### src/rtl/imm_decode_buffer.sv
// Immediate decoder with a 2-entry valid/ready skid buffer.
// Classifies the instruction format from its opcode, builds the sign-extended
// XLEN-wide immediate and carries it, the PC tag and rd through a small FIFO.
// in_ready_o is derived from the registered count only, so there is no
// combinational path from out_ready_i back to in_ready_o.
module imm_decode_buffer #(
  parameter int XLEN  = 32,
  parameter int DEPTH = 2
) (
  input  logic            clk,
  input  logic            rst_n,
  input  logic            flush_i,
  input  logic            in_valid_i,
  output logic            in_ready_o,
  input  logic [31:0]     instruction_i,
  input  logic [XLEN-1:0] pc_i,
  output logic            out_valid_o,
  input  logic            out_ready_i,
  output logic [XLEN-1:0] imm_o,
  output logic [2:0]      imm_type_o,
  output logic [XLEN-1:0] pc_o,
  output logic [4:0]      rd_o
);

  localparam logic [2:0] T_NONE = 3'd0;
  localparam logic [2:0] T_I    = 3'd1;
  localparam logic [2:0] T_S    = 3'd2;
  localparam logic [2:0] T_B    = 3'd3;
  localparam logic [2:0] T_U    = 3'd4;
  localparam logic [2:0] T_J    = 3'd5;
  localparam logic [2:0] T_ILL  = 3'd7;

  localparam logic [1:0] FULL   = 2'd2;
  localparam bit         RV64   = (XLEN == 64);

  // Opcode -> format class. RV64-only word opcodes fall to illegal on RV32.
  function automatic logic [2:0] decode_type(input logic [6:0] op);
    logic [2:0] t;
    t = T_ILL;
    case (op)
      7'b0000011, 7'b0010011,
      7'b1100111, 7'b1110011: t = T_I;
      7'b0011011:             t = RV64 ? T_I : T_ILL;
      7'b0100011:             t = T_S;
      7'b1100011:             t = T_B;
      7'b0110111, 7'b0010111: t = T_U;
      7'b1101111:             t = T_J;
      7'b0110011:             t = T_NONE;
      7'b0111011:             t = RV64 ? T_NONE : T_ILL;
      default:                t = T_ILL;
    endcase
    return t;
  endfunction

  // Reassemble the 32-bit signed immediate for a given format class.
  function automatic logic signed [31:0] build_imm32(input logic [2:0]  t,
                                                     input logic [31:0] i);
    logic signed [31:0] v;
    v = '0;
    case (t)
      T_I: v = {{20{i[31]}}, i[31:20]};
      T_S: v = {{20{i[31]}}, i[31:25], i[11:7]};
      T_B: v = {{19{i[31]}}, i[31], i[7], i[30:25], i[11:8], 1'b0};
      T_U: v = {i[31:12], 12'b0};
      T_J: v = {{11{i[31]}}, i[31], i[19:12], i[20], i[30:21], 1'b0};
      default: v = '0;
    endcase
    return v;
  endfunction

  // Widen a 32-bit signed immediate to XLEN, replicating bit 31.
  function automatic logic signed [XLEN-1:0] sext_xlen(input logic signed [31:0] v);
    return XLEN'(v);
  endfunction

  // ---- stage p0: combinational decode on the input side ----
  logic                   vld_p0;
  logic [2:0]             type_p0;
  logic signed [31:0]     imm32_p0;
  logic signed [XLEN-1:0] imm_p0;

  assign vld_p0   = in_valid_i;
  assign type_p0  = decode_type(instruction_i[6:0]);
  assign imm32_p0 = build_imm32(type_p0, instruction_i);
  assign imm_p0   = sext_xlen(imm32_p0);

  // ---- stage p1: two-entry storage with wrap-around pointers ----
  logic signed [XLEN-1:0] imm_p1  [DEPTH];
  logic [2:0]             type_p1 [DEPTH];
  logic [XLEN-1:0]        pc_p1   [DEPTH];
  logic [4:0]             rd_p1   [DEPTH];

  logic [1:0] count;
  logic       wr_ptr;
  logic       rd_ptr;
  logic       vld_p1;
  logic       push;
  logic       pop;

  assign vld_p1      = (count != 2'd0);
  assign out_valid_o = vld_p1;
  assign in_ready_o  = (count < FULL);

  // Flush wins over any handshake happening in the same cycle.
  assign push = vld_p0 && in_ready_o && !flush_i;
  assign pop  = vld_p1 && out_ready_i && !flush_i;

  // Control state: occupancy and pointers, cleared by reset or flush.
  always_ff @(posedge clk or negedge rst_n) begin
    if (!rst_n) begin
      count  <= 2'd0;
      wr_ptr <= 1'b0;
      rd_ptr <= 1'b0;
    end else if (flush_i) begin
      count  <= 2'd0;
      wr_ptr <= 1'b0;
      rd_ptr <= 1'b0;
    end else begin
      if (push) wr_ptr <= ~wr_ptr;
      if (pop)  rd_ptr <= ~rd_ptr;
      case ({push, pop})
        2'b10:   count <= count + 2'd1;
        2'b01:   count <= count - 2'd1;
        default: count <= count;
      endcase
    end
  end

  // Entry payload: written on push only; contents are don't-care while empty.
  always_ff @(posedge clk) begin
    if (push) begin
      imm_p1[wr_ptr]  <= imm_p0;
      type_p1[wr_ptr] <= type_p0;
      pc_p1[wr_ptr]   <= pc_i;
      rd_p1[wr_ptr]   <= instruction_i[11:7];
    end
  end

  // Head outputs read zero whenever the buffer is empty, including during reset.
  always_comb begin
    imm_o      = '0;
    imm_type_o = T_NONE;
    pc_o       = '0;
    rd_o       = '0;
    if (vld_p1) begin
      imm_o      = imm_p1[rd_ptr];
      imm_type_o = type_p1[rd_ptr];
      pc_o       = pc_p1[rd_ptr];
      rd_o       = rd_p1[rd_ptr];
    end
  end

endmodule

### config.mk
export PLATFORM = sky130hd
export DESIGN_NAME = imm_decode_buffer
export DESIGN_NICKNAME = d
export VERILOG_FILES = /design/src/rtl/imm_decode_buffer.sv
export SDC_FILE = /design/constraint.sdc
export NUM_CORES = 1
export LEC_CHECK = 0
export BUFFER_PORTS_ARGS = -buffer_cell sky130_fd_sc_hd__buf_4
export CORE_MARGIN = 2
export CORE_UTILIZATION = 45
export DETAILED_ROUTE_END_ITERATION = 6
export PLACE_DENSITY_LB_ADDON = 0.1
export RECOVER_POWER = 25
export SLEW_MARGIN = 20
export SYNTH_ARGS = -nofsm -noshare
export SYNTH_HDL_FRONTEND = slang
export SYNTH_SLANG_ARGS = --single-unit
### constraint.sdc
create_clock -name clk -period 14.35 [get_ports clk]
set_input_delay 2.1525 -clock clk [delete_from_list [all_inputs] [get_ports clk]]
set_output_delay 2.1525 -clock clk [all_outputs]
set_load 0.01 [all_outputs]
After elaboration in Yosys (flattened, before gate mapping)

Memories as Yosys holds them, arrays and structs flattened.
Cells that the tools add are included.

Register bits: 4
Bits in writable memories: 144
Bits of input ports: 69
Output and inout port bits: 74
Memories kept: 4

Add/sub/neg operators: 2
Magnitude comparators: 1
Equality and inequality tests: 17
Mux-type cells: 14
Bitwise gates (word level): 2
Reductions and logical operators: 11

Memories:

| name    | depth | bits a word | rd ports | clocked after memory_dff | write ports | line | text |
|---|---|---|---|---|---|---|---|
| imm_p1  | 2     | 32          | 1        | 0                        | 1           | 88   | `logic signed [XLEN-1:0] imm_p1 [DEPTH];` |
| pc_p1   | 2     | 32          | 1        | 0                        | 1           | 90   | `logic [XLEN-1:0] pc_p1 [DEPTH];` |
| rd_p1   | 2     | 5           | 1        | 0                        | 1           | 91   | `logic [4:0] rd_p1 [DEPTH];` |
| type_p1 | 2     | 3           | 1        | 0                        | 1           | 89   | `logic [2:0] type_p1 [DEPTH];` |

Operators with widths:

| operator            | count |
|---|---|
| $pmux 32 s5         | 1 |
| $mux 32             | 2 |
| $eq 7x7->1 const B  | 4 |
| $eq 7x6->1 const B  | 3 |
| $pmux 3 s6          | 1 |
| $eq 7x5->1 const B  | 2 |
| $eq 7x2->1 const B  | 1 |
| $eq 3x2->1 const B  | 2 |
| $eq 3x3->1 const B  | 2 |
| $mux 1              | 6 |
| $reduce_bool 2->1   | 3 |
| $mux 5              | 1 |
| $logic_and 1x1->1   | 4 |
| $pmux 2 s2          | 1 |
| $reduce_or 4->1     | 1 |
| $eq 3x1->1 const B  | 1 |
| $mux 3              | 1 |
| $reduce_bool 3->1   | 1 |
| $add 2x1->2 const B | 1 |
| $eq 2x1->1 const B  | 1 |
| $eq 2x2->1 const B  | 1 |
| $lt 2x2->1 const B  | 1 |
| $mux 2              | 1 |
| $not 1->1           | 2 |
| 3 further kinds     | 3 |

Depth between registers and ports, before layout

Word-level depth: 6
Depth in mapped cells: 6
Mapped depth without buffers: 5

Least setup slack after synthesis

Ideal clock, no wire load.

Path kind: input to register
Start: in in_valid_i
End: mem imm_p1[1][0], enable pin
Setup time: 0.606 ns
Arrival time: 7.592 ns
Required time: 13.744 ns
Slack: 6.153 ns
Stages on the path: 2
Buffers on the path: 0
Path through: nand2_1 -> nor3b_1

Cells in the longest elaborated chain, start to end: 4

Ends and longest elaborated chain:

| item                           | line | text |
|---|---|---|
| from (decl)                    | 13   | `input logic in_valid_i,` |
| $logic_and 1x1->1 (2 in a row) | 105  | `assign push = vld_p0 && in_ready_o && !flush_i;` |
| $mux 1                         | 131  | `if (push) begin` |
| $mux 1 (implied by the code)   | 132  | `imm_p1[wr_ptr] <= imm_p0;` |
| to (decl)                      | 88   |  |

Every way passes these cells.

Final worst setup path

Start: reg count[0]
End: out rd_o[1]

Cells in the longest elaborated chain, start to end: 2

Ends and longest elaborated chain:

| item                   | line | text |
|---|---|---|
| from (decl)            | 93   | `logic [1:0] count;` |
| from (signal assigned) | 122  | `2'b10: count <= count + 2'd1;` |
| from (signal assigned) | 123  | `2'b01: count <= count - 2'd1;` |
| from (signal assigned) | 124  | `default: count <= count;` |
| $reduce_bool 2->1      | 100  | `assign vld_p1 = (count != 2'd0);` |
| $mux 5                 | 145  | `if (vld_p1) begin` |
| to (decl)              | 22   | `output logic [4:0] rd_o` |

Every way passes these cells.

==> flow_summary.ini <==
[clock_tree]
clk_path_buf_depth = 2
insertion_delay_ns = 0.41
cts_resized = 0
clock_sink_count = 148
cts_tree = done
clk_pin_slew_ns = 0.06
cts_root_buffer = clkbuf_16
post_cts_buffers = 0
cts_hold_buffers = 0
cts_buffers = 17
htreeDepth = 4

[die]
die_h_um = 121
die_w_um = 121
die_area_mm2 = 0.0147
initial_core_util_pct = 46.4
ios = 143
rows = 42
core-area_mm2 = 0.0133

[worst_setup_path]
cp_num_buf_inv = 2
path_class = flip-flop to output pin
worst-r2r-setup-slack_ns = 10.89
cp_max_fo = 51
path_cells = nor2_4 > clkbuf_1 > nor2_1 > buf_4
crit_slowest_cell = clkbuf_1
start_kind = flip-flop
cp.required_ns = 12.20
max_stage_delay_ns = 1.81
critPathCaptureType = output pin
critPathTopFamily = buffers and inverters
cp_data_arrival_time_ns = 3.69

[sta]
finalSetupViolCount = 0
worst_slack_ns = 8.50
fin_hold_ws_ns = 0.572
slew_violations = 52
hold_viol_final = 0
finalClockSkew_ns = 0.00358
rsz0062_at_grt = false
fmax_mhz = 171
setup_tns_ns = 0
maxSlewHeadroom_pct = -64.8
post-route-period-util_pct = 40.7
tightestPinTransition_ns = 2.47
fin_crit_ns = 5.85

[run]
maxCapViolCount = 1

[yosys]
synth_cells = 416
async_flop_share_pct = 2.70
synth_top_cell_by_area = edfxtp_1
synth_warnings = 0
synth_top_cells_by_count = edfxtp_1, nor2_1, mux2i_1, nand2_1, buf_2
synth_edf_count = 144
ys_ff_latch = 148
synth_cell_types = 40
syn_nets = 485
synth.most_common_cell = edfxtp_1
synthTopCellsByArea = edfxtp_1, mux2i_1, nor2_1, dfrtp_1, a21o_1
synth_top_area_share_pct = 69.9
synth.yosys.seq_area_share_pct = 71.5
synth.avg_cell_area_um2 = 14.9
synthFlopType = edfxtp_1
synthesis.area_mm2 = 0.00619

[drt]
drc = 0
drtPass1Iterations = 4
wl_um = 12400
ant_nets = 0
drt_iter0_drc = 285
vias_per_cell = 5.11
vias = 3812
routedWlPerCell_um = 16.6

[place]
port_buffers = 142
gp_congestion = 0.796
placed_cells = 715
pre_cts_slack_ns = 10.11
dpl.hpwl_um = 7960

[status]
status = finished with violations
violations = capacitance limit, slew limit

[global_routing]
grt_overflow = 0
grt_pass1_vias = 3858
antenna_found_initial = 0
track_usage_pct = 17.6
grt_pass1_wl_um = 19300
grt_max_degree = 67

[power]
leakage_nw = 2.99
power_w = 0.00102
cellPowerDensity_mw_per_mm2 = 129
worst_ir_drop_vdd_v = 0.0000674

[finish]
nNetsFinal = 627
syn_to_final_growth_pct = 27.7
n_antenna_cell = 0
drive_above_1_share_pct = 29.1
stdcell_count = 746

[worst_hold_path]
hold_class = flip-flop to flip-flop
==> cell usage in the layout, fill, tap and decap left out, drive strengths merged, types with 4 or more instances in the layout <==
master / count
buf: 105
o21ai: 14
nor3: 4
nor3b: 7
a21o: 9
mux2i: 74
nor2: 78
inv: 6
edfxtp: 144
dfrtp: 4
nand2: 16
clkbuf: 60
clkinv: 8
a22o: 5
==> sequential cells by signal (all words and copies together), names as in the netlist <==
register  cells
imm_p1       64
count         2
pc_p1        64
rd_p1        10
wr_ptr        1
type_p1       6
rd_ptr        1
==> stage by stage <==
stage	instance area [µm²]	utilization [%]
CTS	7980	59.7
floorplan	6190	-
finish	7900	59.2
detailed placement	7430	55.6
global placement	7430	55.6
global route	7900	59.2
==> where the power goes <==
| part | internal (W) | switching [W] | total [W] |
|---|---|---|---|
| logic | 0.0000517 | 0.0000616 | 0.000113 |
| clock network | 0.000251 | 0.000157 | 0.000408 |
| registers | 0.000492 | 0.00000799 | 0.000500 |
==> worst paths after layout <==
kind	from	end	depth (start not counted)
worst min-delay path	wr_ptr$_DFFE_PN0P_	wr_ptr$_DFFE_PN0P_	2
worst max register to register	count[0]$_DFFE_PN0P_	rd_ptr$_DFFE_PN0P_	6
max in group asynchronous	rst_n	rd_ptr$_DFFE_PN0P_	1
min in group asynchronous	rst_n	rd_ptr$_DFFE_PN0P_	1
worst max-delay path	count[0]$_DFFE_PN0P_	rd_o[1]	4
worst min register to register	wr_ptr$_DFFE_PN0P_	wr_ptr$_DFFE_PN0P_	2
==> tightest hold or removal path: stages, from the launching register on <==
cell     delay [ns]
dfrtp_1        0.37
xor2_1         0.08
nor2_1         0.08
==> layout make-up <==
type                    count  area, µm²
fillers                  1097       5450
flip-flops and latches    148       4430
multi-input cells         239       1650
repair buffers            146       1030
clock buffers              19        433
well taps                 176        220
clock inverters            12        115
inverters                   6       22.5
==> cells by family (layout without fill, tap and decap cells) <==
family | Yosys count | after routing | synth area share (%)
and+or+nand+nor | 121 | 121 | 9.36
DFF | 148 | 148 | 71.5
buffers and inverters | 29 | 183 | 2.08
AOI/OAI and AO/OA | 41 | 41 | 4.69
muxes | 74 | 74 | 12.0
xor gates and xnor gates | 3 | 3 | 0.425
==> routing by layer <==
metal  wire (µm)  vias to the layer above  part of all wire [%]  global-route usage (%)
li1            -                     1828                     -                       -
met4         161                        0                   1.3                    5.75
met2        5950                      122                    48                    29.2
met1        5420                     1850                    44                    21.5
met5           0                        -                     0                       0
met3         837                       12                   6.8                    6.25
No activity file was read; power rests on OpenSTA's default activity.
